===== config.mk =====
export PLATFORM = sky130hd
export DESIGN_NAME = mem_line_fill_flat
export DESIGN_NICKNAME = d
export VERILOG_FILES = /design/src/rtl/mem_line_fill_if.sv /design/src/rtl/mem_line_fill.sv /design/src/flat_wrapper.sv
export SDC_FILE = /design/constraint.sdc
export NUM_CORES = 1
export LEC_CHECK = 0
export BUFFER_PORTS_ARGS = -buffer_cell sky130_fd_sc_hd__buf_2
export CORE_AREA = 5 5 267 269
export DETAILED_ROUTE_END_ITERATION = 8
export DIE_AREA = 0 0 272 274
export GPL_TIMING_DRIVEN = 0
export HOLD_SLACK_MARGIN = 0.03
export REMOVE_ABC_BUFFERS = 1
export SETUP_SLACK_MARGIN = 0.02
export SKIP_LAST_GASP = 1
export SLEW_MARGIN = 5
export SYNTH_ARGS = -nofsm -noshare
export SYNTH_HDL_FRONTEND = slang
export SYNTH_SLANG_ARGS = --single-unit

===== constraint.sdc =====
create_clock -name clk -period 3.2 [get_ports clk]
set_input_delay 0.16 -clock clk [delete_from_list [all_inputs] [get_ports clk]]
set_output_delay 0.16 -clock clk [all_outputs]
set_load 0.005 [all_outputs]

===== src/rtl/mem_line_fill_if.sv =====
// Handshake bundle between a cache line-fill engine, its memory port and the cache.
// The slave modport is the fill engine; the master modport is its environment.
interface mem_line_fill_if #(
    parameter int AW    = 12,
    parameter int BEATS = 4
);
    localparam int DW = 128;
    localparam int LW = BEATS * DW;

    logic          req_valid;
    logic          req_ready;
    logic [AW-1:0] req_addr;

    logic          mem_req_valid;
    logic          mem_req_ready;
    logic [AW-1:0] mem_req_addr;

    logic          mem_rsp_valid;
    logic          mem_rsp_ready;
    logic [DW-1:0] mem_rsp_data;

    logic          line_valid;
    logic          line_ready;
    logic [LW-1:0] line_data;
    logic [AW-1:0] line_addr;

    modport slave (
        input  req_valid, req_addr, mem_req_ready, mem_rsp_valid, mem_rsp_data, line_ready,
        output req_ready, mem_req_valid, mem_req_addr, mem_rsp_ready, line_valid, line_data, line_addr
    );

    modport master (
        output req_valid, req_addr, mem_req_ready, mem_rsp_valid, mem_rsp_data, line_ready,
        input  req_ready, mem_req_valid, mem_req_addr, mem_rsp_ready, line_valid, line_data, line_addr
    );
endinterface


===== src/rtl/mem_line_fill.sv =====
// Cache line-fill engine: issues BEATS beat reads for an aligned line, assembles the
// in-order read beats into one line and holds it until the cache takes it.
module mem_line_fill #(
    parameter int AW    = 12,
    parameter int BEATS = 4
) (
    input  logic           clk,
    input  logic           rst,
    mem_line_fill_if.slave bus
);
    localparam int DW = 128;
    localparam int LB = $clog2(BEATS);
    localparam int CW = LB + 1;
    localparam logic [CW-1:0] BEATS_C = CW'(BEATS);
    localparam logic [CW-1:0] LAST_C  = CW'(BEATS - 1);

    typedef enum logic [1:0] {IDLE, FILL, DONE} state_t;

    state_t        state_q, state_d;
    logic [CW-1:0] req_cnt_q, req_cnt_d;
    logic [CW-1:0] rsp_cnt_q, rsp_cnt_d;
    logic [AW-1:0] base_q, base_d;
    logic          req_ready_q;
    logic          mem_req_valid_q;
    logic          mem_rsp_ready_q;
    logic          line_valid_q;
    logic [DW-1:0] line_q [BEATS];

    logic req_fire;
    logic mreq_fire;
    logic mrsp_fire;
    logic unused_addr_bits;

    assign req_fire  = bus.req_valid && req_ready_q;
    assign mreq_fire = mem_req_valid_q && bus.mem_req_ready;
    assign mrsp_fire = bus.mem_rsp_valid && mem_rsp_ready_q;

    // Line offset bits of the incoming address are dropped on purpose.
    assign unused_addr_bits = ^bus.req_addr[LB-1:0];

    always_comb begin
        state_d   = state_q;
        req_cnt_d = req_cnt_q;
        rsp_cnt_d = rsp_cnt_q;
        base_d    = base_q;
        case (state_q)
            IDLE: begin
                if (req_fire) begin
                    base_d    = {bus.req_addr[AW-1:LB], {LB{1'b0}}};
                    req_cnt_d = '0;
                    rsp_cnt_d = '0;
                    state_d   = FILL;
                end
            end
            FILL: begin
                if (mreq_fire && req_cnt_q != BEATS_C) begin
                    req_cnt_d = req_cnt_q + CW'(1);
                end
                if (mrsp_fire) begin
                    if (rsp_cnt_q != BEATS_C) begin
                        rsp_cnt_d = rsp_cnt_q + CW'(1);
                    end
                    if (rsp_cnt_q == LAST_C) begin
                        state_d = DONE;
                    end
                end
            end
            DONE: begin
                if (bus.line_ready) begin
                    state_d = IDLE;
                end
            end
            default: state_d = IDLE;
        endcase
    end

    // Handshake outputs are decoded from the next state so they come straight off flops.
    always_ff @(posedge clk) begin
        if (rst) begin
            state_q         <= IDLE;
            req_cnt_q       <= '0;
            rsp_cnt_q       <= '0;
            base_q          <= '0;
            req_ready_q     <= 1'b1;
            mem_req_valid_q <= 1'b0;
            mem_rsp_ready_q <= 1'b0;
            line_valid_q    <= 1'b0;
        end else begin
            state_q         <= state_d;
            req_cnt_q       <= req_cnt_d;
            rsp_cnt_q       <= rsp_cnt_d;
            base_q          <= base_d;
            req_ready_q     <= (state_d == IDLE);
            mem_req_valid_q <= (state_d == FILL) && (req_cnt_d < BEATS_C);
            mem_rsp_ready_q <= (state_d == FILL) && (rsp_cnt_d < req_cnt_d);
            line_valid_q    <= (state_d == DONE);
        end
    end

    always_ff @(posedge clk) begin
        for (int k = 0; k < BEATS; k++) begin
            if (rst) begin
                line_q[k] <= '0;
            end else if (mrsp_fire && rsp_cnt_q[LB-1:0] == LB'(k)) begin
                line_q[k] <= bus.mem_rsp_data;
            end
        end
    end

    genvar gi;
    generate
        for (gi = 0; gi < BEATS; gi++) begin : g_beat
            assign bus.line_data[gi*DW +: DW] = line_q[gi];
        end
    endgenerate

    assign bus.req_ready     = req_ready_q;
    assign bus.mem_req_valid = mem_req_valid_q;
    assign bus.mem_req_addr  = {base_q[AW-1:LB], req_cnt_q[LB-1:0]};
    assign bus.mem_rsp_ready = mem_rsp_ready_q;
    assign bus.line_valid    = line_valid_q;
    assign bus.line_addr     = base_q;
endmodule


===== src/flat_wrapper.sv =====
// flat-port wrapper written by rule: the top's interface ports become plain ports
module mem_line_fill_flat 
#(
    parameter int AW    = 12,
    parameter int BEATS = 4
)
  (clk, rst, bus_req_valid, bus_req_addr, bus_mem_req_ready, bus_mem_rsp_valid, bus_mem_rsp_data, bus_line_ready, bus_req_ready, bus_mem_req_valid, bus_mem_req_addr, bus_mem_rsp_ready, bus_line_valid, bus_line_data, bus_line_addr);
  mem_line_fill_if #(.AW(AW), .BEATS(BEATS)) bus_i ();
  input  logic clk;
  input  logic rst;
  input wire logic [$bits(bus_i.req_valid)-1:0] bus_req_valid;
  input wire logic [$bits(bus_i.req_addr)-1:0] bus_req_addr;
  input wire logic [$bits(bus_i.mem_req_ready)-1:0] bus_mem_req_ready;
  input wire logic [$bits(bus_i.mem_rsp_valid)-1:0] bus_mem_rsp_valid;
  input wire logic [$bits(bus_i.mem_rsp_data)-1:0] bus_mem_rsp_data;
  input wire logic [$bits(bus_i.line_ready)-1:0] bus_line_ready;
  output wire logic [$bits(bus_i.req_ready)-1:0] bus_req_ready;
  output wire logic [$bits(bus_i.mem_req_valid)-1:0] bus_mem_req_valid;
  output wire logic [$bits(bus_i.mem_req_addr)-1:0] bus_mem_req_addr;
  output wire logic [$bits(bus_i.mem_rsp_ready)-1:0] bus_mem_rsp_ready;
  output wire logic [$bits(bus_i.line_valid)-1:0] bus_line_valid;
  output wire logic [$bits(bus_i.line_data)-1:0] bus_line_data;
  output wire logic [$bits(bus_i.line_addr)-1:0] bus_line_addr;
  assign bus_i.req_valid = bus_req_valid;
  assign bus_i.req_addr = bus_req_addr;
  assign bus_i.mem_req_ready = bus_mem_req_ready;
  assign bus_i.mem_rsp_valid = bus_mem_rsp_valid;
  assign bus_i.mem_rsp_data = bus_mem_rsp_data;
  assign bus_i.line_ready = bus_line_ready;
  assign bus_req_ready = bus_i.req_ready;
  assign bus_mem_req_valid = bus_i.mem_req_valid;
  assign bus_mem_req_addr = bus_i.mem_req_addr;
  assign bus_mem_rsp_ready = bus_i.mem_rsp_ready;
  assign bus_line_valid = bus_i.line_valid;
  assign bus_line_data = bus_i.line_data;
  assign bus_line_addr = bus_i.line_addr;
  mem_line_fill #(.AW(AW), .BEATS(BEATS)) u_core (.clk(clk), .rst(rst), .bus(bus_i));
endmodule

== Word level (Yosys, flattened, before mapping) ==
Memories as Yosys holds them, arrays and structs flattened.
Index checks and enable logic that the tools add are counted.

* Memory bits (writable): 512
* Logic and storage cells: 71
* Memories: 1
* ROM bits: 0
* Input bits: 146
* Bits in latches: 0
* Output and inout port bits: 540
* Register bits after elaboration: 22

* Reduce and logical (&&, ||, !) cells: 14
* Div/mod/pow operators: 0
* $add $sub $neg: 2
* Bitwise logic cells: 4
* Eq/ne operators: 10
* Shift operators: 0
* Magnitude comparators: 2
* Muxes and demuxes: 30
* $mul: 0

{| class="wikitable"
|+ Memory list
! memory !! depth !! bits a word !! rd ports !! clocked after Yosys merged registers in !! write ports !! RTL line !! text
|-
| u_core.line_q || 4 || 128 || 4 || 0 || 4 || mem_line_fill.sv:27 || <nowiki>logic [DW-1:0] line_q [BEATS];</nowiki>
|}

{| class="wikitable"
|+ Operator list
! kind !! count
|-
| 2-to-1 mux 128 bit || 4
|-
| 2-to-1 mux 3 bit || 5
|-
| 2-to-1 mux 1 bit || 14
|-
| one-hot mux 3 bit (2 select lines) || 2
|-
| logical AND 1 bit || 10
|-
| equality test 2 bit (second input constant) || 4
|-
| 2-to-1 mux 2 bit || 4
|-
| adder 3 x 1 -> 3 bit (second input constant) || 2
|-
| equality test 2 x 1 -> 1 bit (second input constant) || 3
|-
| logical NOT 2 bit || 3
|-
| != test 3 bit (second input constant) || 2
|-
| one-hot mux 2 bit (3 select lines) || 1
|-
| bitwise OR 1 bit || 4
|-
| equality test 3 x 2 -> 1 bit (second input constant) || 1
|-
| < comparator 3 bit || 1
|-
| < comparator 3 bit (second input constant) || 1
|-
| AND reduction 2 bit || 1
|}

== Logic depth before layout (Yosys ltp) ==
* Depth after elaboration: 6
* Gate-level depth with buffers: 9
* Mapped depth without buffers: 9

== Worst setup path after synthesis ==
Ideal clock, no wire load.

* Path type: register to register
* Start: register u_core.rsp_cnt_q[0]
* End: memory u_core.line_q[0][0] (enable)
* Buffers on the path: 1
* Library setup time: 0.441 ns
* Required time: 2.759 ns
* Cell stages (with the launch flop): 5
* Data arrival time: 2.646 ns
* Period minus slack after synthesis: 3.087 ns
* Setup slack: 0.113 ns
* Cells stage by stage: dfxtp_1 -> inv_1 -> ha_1 -> clkbuf_1 -> a31o_2

{| class="wikitable"
|+ RTL lines
! what !! RTL line !! text
|-
| from (decl) || mem_line_fill.sv:21 || <nowiki>logic [CW-1:0] rsp_cnt_q, rsp_cnt_d;</nowiki>
|-
| from (signal assigned) || mem_line_fill.sv:91 || <nowiki>rsp_cnt_q <= rsp_cnt_d;</nowiki>
|-
| to (decl) || mem_line_fill.sv:27 ||
|}

==> results_dict.tcl <==
set metrics [dict create \
    min_from "bus_req_valid" \
    wl_mm 62.8 \
    first_pass_iters 5 \
    synth_edf_count 512 \
    status "completed" \
    yosysMostFrequentCell "and3_1" \
    cts-htree-levels 2 \
    worstPathRequired_ns 3.45 \
    cts.hold.buffers_added 139 \
    ys_top_cells_by_count "and3_1 (513), edfxtp_1 (512), clkbuf_1 (61)" \
    p_comb_share_pct 6.2 \
    p_leak_nw 13.4 \
    drv_slew 0 \
    gp_congestion 0.780 \
    hpwl_mm 41.5 \
    reg2reg_to "u_core.line_q[2][120]$_SDFFCE_PN0P_" \
    critPathTopFamily "compound AO/OA/AOI/OAI gates" \
    cp-start-kind "register" \
    grt_pass1_vias 14500 \
    wl_per_cell_um 21.1 \
    syn_area_per_cell_um2 15.9 \
    synth_largest_area_cell "edfxtp_1" \
    synth_mux_area_share_pct 0.229 \
    drive_gt1_share_pct 37.7 \
    grt_first_pass_wirelength_mm 91.8 \
    clock_latency_ns 0.59 \
    die_x_um 272 \
    p_int_w 0.0116 \
    crit_path_max_incr_delay_ns 0.80 \
    syn_inst 1273 \
    synth_top_area_share_pct 76.0 \
    worst_pin_slew_ns 1.07 \
    tns_ns 0 \
    worstPathArrival_ns 3.14 \
    synthSimpleGateAreaFrac_pct 17.1 \
    rrSetupSlack_ns 0.31 \
    synth_xor_area_share_pct 0 \
    min_path_type "input pin to register" \
    cts_sinks 534 \
    die_h_um 274 \
    numPortBuffers 681 \
    p_switching_w 0.00326 \
    synth_top_family_by_area "simple AND/OR/NAND/NOR gates" \
    drc_errors 0 \
    path_class "register to register" \
    path_cells "inv_1, ha_4, a31o_4, buf_16" \
    cp.depth 4 \
    crit_slowest_cell "a31o_4" \
    pwr_density_cell_mw_per_mm2 533 \
    hold_violations 0 \
    coreArea_mm2 0.0683 \
    async_flop_share_pct 0 \
    layout.nets 2200 \
    drv_cap 0 \
    critPathMaxFanout 60 \
    die_area_mm2 0.0745 \
    clkPwrFrac_pct 40.2 \
    antenna_found_initial 0 \
    ioPinCount 686 \
    final-setup-viol-count 0 \
    endpoint_kind "register" \
    vdd_ir_drop_max_uv 416 \
    cts-resized-gates 0 \
    clk_pin_slew_ns 0.06 \
    synthAdderAreaFrac_pct 0.557 \
    ys_seq_area_share_pct 78.2 \
    grt_usage_pct 15.7 \
    yosysWarnings 0 \
    worstSetupEndpoint "u_core.line_q[2][120]$_SDFFCE_PN0P_" \
    worst-r2r-cell-count 4 \
    start_util_pct 29.6 \
    cts_tree "yes" \
    post-route-min-period_ns 2.89 \
    std_cell_rows 96 \
    grt_max_degree 71 \
    reg2reg_from "u_core.rsp_cnt_q[0]$_SDFF_PP0_" \
    total_power_w 0.0148 \
    clockBufferDepth 3 \
    seq_power_share_pct 53.6 \
    slew_headroom_pct 28.4 \
    root_buffer "clkbuf_16" \
    synth_compound_area_share_pct 0.736 \
    ys_ff_latch 534 \
    viasPerCell 4.79 \
    cts_buffers 56 \
    yosys-top-cells-area "edfxtp_1 (76%), and3_1 (16%), dfxtp_1 (2.2%)" \
    synth_flop_cell "edfxtp_1" \
    vias 14200 \
    syn_area_mm2 0.0202 \
    post_cts_buffers 0 \
    swShare_pct 21.9 \
    fin_crit_sh_pct 90.5 \
    fillerInstances 6303 \
    finClkSkew_ns 0.0185 \
    first_iter_violations 1065 \
    hold_slack_ns 0.0836 \
    rsz0062_at_grt "no" \
    crit_buf_inv 2 \
    area_growth_pct 37.7 \
    fmax_ghz 0.345 \
    overflow 0 \
    worstSetupStartpoint "u_core.rsp_cnt_q[0]$_SDFF_PP0_" \
    synth_cell_types 37 \
    ant_nets 0 \
]
state kept, by name (all words and copies together) (netlist names):
register                  flops
u_core.bus.line_addr         10
u_core.bus.mem_req_valid      1
u_core.rsp_cnt_q              3
u_core.state_q                2
u_core.bus.mem_rsp_ready      1
u_core.req_cnt_q              3
u_core.line_q               512
u_core.bus.req_ready          1
u_core.bus.line_valid         1
cells by family after synthesis:
family          Yosys count
other cells               1
flops                   534
buf+inv                 137
mux                       4
simple gates            565
compound gates           23
fa+ha+maj                 9
power by group through the flow:
stage / logic, W / registers, W / clock network [W]
floorplan: 0.000146 / 0.00816 / 0
global placement: 0.000737 / 0.00813 / 0
detailed placement: 0.000788 / 0.00810 / 0
CTS: 0.000931 / 0.00796 / 0.00611
global route: 0.000981 / 0.00798 / 0.00638
finish: 0.000917 / 0.00796 / 0.00597
worst reg2reg max path: cells and delay by family (launching register included):
family          cells  cell delay (ns)
fa+ha+maj           1             0.66
buf+inv             2             0.57
compound gates      1             0.84
flops               1             0.39
worst min-delay path by stage:
stage,end,cells after the start,slack (ns)
CTS,u_core.bus.line_addr[9]$_SDFFE_PP0P_,5,0.04
finish,u_core.bus.line_addr[4]$_SDFFE_PP0P_,5,0.08
global route,u_core.bus.line_addr[3]$_SDFFE_PP0P_,5,0.08
floorplan,u_core.bus.line_addr[10]$_SDFFE_PP0P_,1,0.23
global placement,u_core.bus.line_addr[3]$_SDFFE_PP0P_,3,0.41
detailed placement,u_core.bus.line_addr[10]$_SDFFE_PP0P_,3,0.41
layer usage:
layer / vias up / track usage (%) / routed length, um
met3: 140 / 4.59 / 5500
met4: 0 / 5.97 / 2540
met2: 737 / 26.9 / 30800
met5: - / 0 / 0
li1: 6387 / - / -
met1: 6983 / 18.9 / 24000
metrics by stage:
step,cell area (um^2),worst slack (ns),utilization (%),std cells
4_1_cts,27900,0.274,40.8,2971
3_3_place_gp,24100,-8.47,35.3,2706
6_report,27900,0.305,40.8,2972
5_1_grt,27900,0.145,40.8,2971
3_5_place_dp,24800,0.296,36.3,2730
2_1_floorplan,19600,-4.24,-,1143
final cells by class:
cell class / count / area [um^2] / share of cell area, %
Sequential cell: 534 / 15800 / 56.7
Timing Repair Buffer: 844 / 5400 / 19.4
Multi-Input combinational cell: 603 / 3870 / 13.9
Clock buffer: 76 / 1520 / 5.45
Tap cell: 882 / 1100 / 3.96
Clock inverter: 26 / 138 / 0.494
Inverter: 6 / 22.5 / 0.0808
Antenna cell: 1 / 2.50 / 0.00898
layout by cell type (no fill, tap or decap), types with 13 or more instances in the layout:
cell / n
clkinv_1: 16
nand2_1: 27
clkbuf_1: 18
dfxtp_1: 22
clkbuf_16: 58
a21oi_1: 13
buf_2: 681
and3_1: 513
dlygate4sd3_1: 139
edfxtp_1: 512
buf_16: 16
Power figures use the tool's default switching activity.
